`config.mk`:
```
export PLATFORM = sky130hd
export DESIGN_NAME = demux16_12_buf
export DESIGN_NICKNAME = d
export VERILOG_FILES = /design/src/rtl/datapath_pkg.sv /design/src/rtl/sync_fifo.sv /design/src/rtl/demux16_12_buf.sv
export SDC_FILE = /design/constraint.sdc
export NUM_CORES = 1
export LEC_CHECK = 0
export CAP_MARGIN = 20
export CORE_MARGIN = 5
export CORE_UTILIZATION = 33
export CTS_CLUSTER_DIAMETER = 150
export DETAILED_ROUTE_END_ITERATION = 10
export PLACE_DENSITY = 0.58
export SLEW_MARGIN = 10
export SYNTH_ARGS = -nofsm -noshare
export SYNTH_HDL_FRONTEND = slang
export SYNTH_SLANG_ARGS = --single-unit
```
`constraint.sdc`:
```
create_clock -name clk -period 6.3 [get_ports clk]
set_input_delay 1.26 -clock clk [delete_from_list [all_inputs] [get_ports clk]]
set_output_delay 1.26 -clock clk [all_outputs]
set_load 0.1 [all_outputs]
```
`src/rtl/datapath_pkg.sv`:
```
// rtl/datapath_pkg.sv - shared datapath constants and helpers
package datapath_pkg;

  localparam int DATA_W = 16;

  // Select polarity matches the datapath's 2:1 mux.
  localparam logic SEL_A = 1'b0;
  localparam logic SEL_B = 1'b1;

  function automatic int count_w(input int depth);
    return $clog2(depth) + 1;
  endfunction

endpackage

```
`src/rtl/sync_fifo.sv`:
```
// rtl/sync_fifo.sv - synchronous FIFO with registered count/full/empty
module sync_fifo
  import datapath_pkg::*;
#(
  parameter int WIDTH = DATA_W,
  parameter int DEPTH = 2
) (
  input  logic                     clk,
  input  logic                     rst,
  input  logic                     push,
  input  logic                     pop,
  input  logic [WIDTH-1:0]         din,
  output logic [WIDTH-1:0]         dout,
  output logic [$clog2(DEPTH):0]   count,
  output logic                     full,
  output logic                     empty
);

  localparam int PW = $clog2(DEPTH);
  localparam int CW = count_w(DEPTH);

  logic [WIDTH-1:0] mem [DEPTH];
  logic [PW-1:0]    wr_ptr;
  logic [PW-1:0]    rd_ptr;
  logic             do_push;
  logic             do_pop;

  // Guard internally so a misbehaving caller can never over/underflow.
  assign do_push = push && !full;
  assign do_pop  = pop && !empty;

  assign full  = (count == CW'(DEPTH));
  assign empty = (count == '0);
  assign dout  = mem[rd_ptr];

  always_ff @(posedge clk) begin
    if (rst) begin
      wr_ptr <= '0;
      rd_ptr <= '0;
      count  <= '0;
    end else begin
      if (do_push) wr_ptr <= wr_ptr + PW'(1);
      if (do_pop)  rd_ptr <= rd_ptr + PW'(1);
      case ({do_push, do_pop})
        2'b10:   count <= count + CW'(1);
        2'b01:   count <= count - CW'(1);
        default: count <= count;
      endcase
    end
  end

  // Storage is deliberately left out of reset.
  always_ff @(posedge clk) begin
    if (do_push && !rst) mem[wr_ptr] <= din;
  end

endmodule

```
`src/rtl/demux16_12_buf.sv`:
```
// rtl/demux16_12_buf.sv - buffered 1:2 word demultiplexer with per-output FIFOs
module demux16_12_buf
  import datapath_pkg::*;
#(
  parameter int WIDTH = DATA_W,
  parameter int DEPTH = 2
) (
  input  logic                   clk,
  input  logic                   rst,
  input  logic                   in_valid,
  output logic                   in_ready,
  input  logic                   in_sel,
  input  logic [WIDTH-1:0]       in_data,
  output logic                   a_valid,
  input  logic                   a_ready,
  output logic [WIDTH-1:0]       a_data,
  output logic                   b_valid,
  input  logic                   b_ready,
  output logic [WIDTH-1:0]       b_data,
  output logic [$clog2(DEPTH):0] a_count,
  output logic [$clog2(DEPTH):0] b_count
);

  logic             a_full, b_full;
  logic             a_empty, b_empty;
  logic             a_push, b_push;
  logic             a_pop, b_pop;
  logic [WIDTH-1:0] a_dout, b_dout;

  // Ready depends only on registered full flags, never on downstream ready.
  assign in_ready = (in_sel == SEL_B) ? !b_full : !a_full;

  assign a_push = in_valid && in_ready && (in_sel == SEL_A);
  assign b_push = in_valid && in_ready && (in_sel == SEL_B);

  assign a_valid = !a_empty;
  assign b_valid = !b_empty;
  assign a_pop   = a_valid && a_ready;
  assign b_pop   = b_valid && b_ready;

  assign a_data = a_valid ? a_dout : '0;
  assign b_data = b_valid ? b_dout : '0;

  sync_fifo #(.WIDTH(WIDTH), .DEPTH(DEPTH)) u_fifo_a (
    .clk   (clk),
    .rst   (rst),
    .push  (a_push),
    .pop   (a_pop),
    .din   (in_data),
    .dout  (a_dout),
    .count (a_count),
    .full  (a_full),
    .empty (a_empty)
  );

  sync_fifo #(.WIDTH(WIDTH), .DEPTH(DEPTH)) u_fifo_b (
    .clk   (clk),
    .rst   (rst),
    .push  (b_push),
    .pop   (b_pop),
    .din   (in_data),
    .dout  (b_dout),
    .count (b_count),
    .full  (b_full),
    .empty (b_empty)
  );

endmodule
```
==> impl_results.md <==
- Worst hold stages: 1
- # nets final: around 280
- Commonest non-fill, non-tap cell in the layout: edfxtp_1
- Post-CTS sizing: 0
- Clock-pin slew on the worst setup and hold paths: ~0.070 ns
- Tcrit/Tclk final: between 60% and 70%
- Capture point of the worst reg-to-reg path: u_fifo_b.mem[0][9]$_DFFE_PP_
- Register area share after synthesis: 73.9%
- DIE AREA: 0.0107 mm²
- Syn Area/Cell: ~15 µm²
- Initial Util: between 30% and 40%
- Share of cells above drive strength 1: about 8.7%
- Max Clk Rate: roughly 0.23 GHz
- Vias: 1653
- Clk sinks: 74
- Clk_lat worst skew: between 0.3 and 0.4 ns
- Total grt overflow: 0
- Worst hold-check path type: reg -> reg
- Syn-to-layout area delta: 33.0%
- Most used cells in the layout excluding fill and tap cells: edfxtp_1, clkdlybuf4s50_1, nor2_1
- GP Congestion: between 0.6 and 0.7
- Root Buffer: clkbuf_8
- Kind of critical path: in -> out
- Max clock buf depth: 2
- Hold WS: 0.501 ns
- RSZ-0062 raised after global routing: false
- CTS tree: built
- Clock Skews: just under 0.005 ns
- Ys Warns: 0
- H-tree Lvls: 3
- Slew headroom: between 30% and 40%
- Largest net degree at the start of global routing: 18
- Hold Vio Cnt, Final: 0
- Setup bufs post-CTS: 0
- DRT Pass-1 Iters: 4
- Yosys reg bits: 74
- Vias/cell: roughly 4.5
- Die Y: just over 100 µm
- ANT nets after route: 0
- Core ar.: 0.00859 mm²
- Initial antenna violation count: 0
- Setup TNS: 0 ns
- Distinct cells, synth: 23
- Reg2Reg Depth: 3
- DIE WIDTH: a little over 100 µm
- Worst-margin pin slew: 1.04 ns
- R2R Path Start: u_fifo_b.count[0]$_SDFFE_PP0P_
- N_diodes: 0
- Placement row count: 34
- Yosys top cell by area: edfxtp_1
- Crit path max fanout: 5
- Crit path launch type: input port
- Total GRT Usage: about an eighth
- Detailed-route DRC error count: 0
- Routed WL per cell: around 15 µm
- I/O pin count: 61
- Final std cells w/o fill: around 370
- Port buffer count: 60
- DRT Wirelength: ~5600 µm
- Hold buffers post-CTS: 0
- Status: complete, no violations
- Fin crit period: 4.37 ns
- Gate Count Post-Synth: 191
- DR iter-0 viols: 32
- CP arrival: between 3 and 4 ns
- Max-cap violations: 0
- WHS Endpoint: u_fifo_b.wr_ptr$_SDFFE_PP0N_
- Area contributors post-synth: edfxtp_1, mux2i_1, dfxtp_1, nor2_1, xor2_1
- First-pass GRT wire length: about 8900 µm
- Max Slew Vio Count: 0
- Area share of the largest cell type after synthesis: roughly two thirds
- CP Capture Type: output pin
- Post-synthesis net count: 215
- TritonCTS buffer count: 9
- Reg2reg setup slack: 4.36 ns
- Setup Viol. Count Final: 0
- Vias in the first global route: ~1700
- Dpl hpwl: approximately 3600 µm
- Post-Place Cells: approximately 360
- Hold_sp: u_fifo_b.wr_ptr$_SDFFE_PP0N_
- Worst path required time: between 5 and 6 ns
- Post-synthesis cell area: about 0.0029 mm²
-- cells by family (layout without fill, tap and decap cells) --
| kind of cell | count (synthesis) | after routing | synth area share [%] |
|---|---|---|---|
| compound gates | 8 | 8 | 1.70 |
| xor+xnor | 6 | 6 | 1.83 |
| fa+ha+maj | 2 | 2 | 0.871 |
| buf+inv | 13 | 85 | 2.13 |
| flops | 74 | 74 | 73.9 |
| mux | 33 | 33 | 11.5 |
| simple gates | 55 | 55 | 8.06 |
-- flip-flops by register name, summed over array words and instances (netlist names), named ones only --
name and flops:
u_fifo_a.rd_ptr 1, u_fifo_a.mem 32, u_fifo_b.rd_ptr 1, u_fifo_b.mem 32
u_fifo_b.count 2, u_fifo_a.wr_ptr 1, u_fifo_b.wr_ptr 1, u_fifo_a.count 2
-- worst max-delay path by stage --
| stage | start | to | slack, ns | cells after the start |
|---|---|---|---|---|
| after floorplan | u_fifo_a.count[0]$_SDFFE_PP0P_ | a_data[10] | 2.23 | 3 |
| after global placement | in_sel | in_ready | 1.94 | 3 |
| after detailed placement | in_sel | in_ready | 1.92 | 3 |
| after CTS | in_sel | in_ready | 1.92 | 3 |
| after global routing | in_sel | in_ready | 1.88 | 3 |
| final | in_sel | in_ready | 1.93 | 3 |
-- layer usage --
layer	wire (µm)	vias to the layer above	global-route usage, %
met2	2870	40	18.9
met1	2380	787	13.8
met3	301	9	3.69
met4	100	0	5.98
li1	-	817	-
met5	0	-	0
-- per-stage QoR --
stage | cell area (µm²) | utilization (%) | setup slack [ns]
floorplan | 2870 | - | 2.23
global placement | 3600 | 41.9 | 1.94
detailed placement | 3600 | 41.9 | 1.92
CTS | 3820 | 44.5 | 1.92
global route | 3820 | 44.5 | 1.88
finish | 3820 | 44.5 | 1.93
-- cells in the mapped netlist --
cell / n
mux2i_1: 32
edfxtp_1: 64
nand2b_1: 2
nor2_1: 44
nor3_1: 1
a32o_1: 1
or3_1: 2
o21ai_0: 4
xor2_1: 4
xnor2_1: 2
inv_1: 6
buf_4: 2
a21oi_1: 2
ha_1: 2
nand3_1: 2
and3_1: 1
o2bb2ai_1: 1
clkbuf_1: 1
mux2_2: 1
nor2b_1: 2
dfxtp_1: 10
buf_2: 4
nand3b_1: 1
-- cell type report --
class / instances / area [µm²]
repair buffers: 63 / 623
clock buffers: 9 / 124
flip-flops and latches: 74 / 2120
well taps: 108 / 135
fillers: 799 / 4770
multi-input cells: 104 / 699
clock inverters: 7 / 93.8
inverters: 6 / 22.5
-- worst max-delay path, stage by stage --
cell and delay (ns):
clkdlybuf4s50_1 0.54, mux2_2 0.35, clkdlybuf4s50_1 0.96
Power is left out: the tool's default activity adds up to more than one toggle a clock period on the data nets, which glitch-free logic cannot reach.
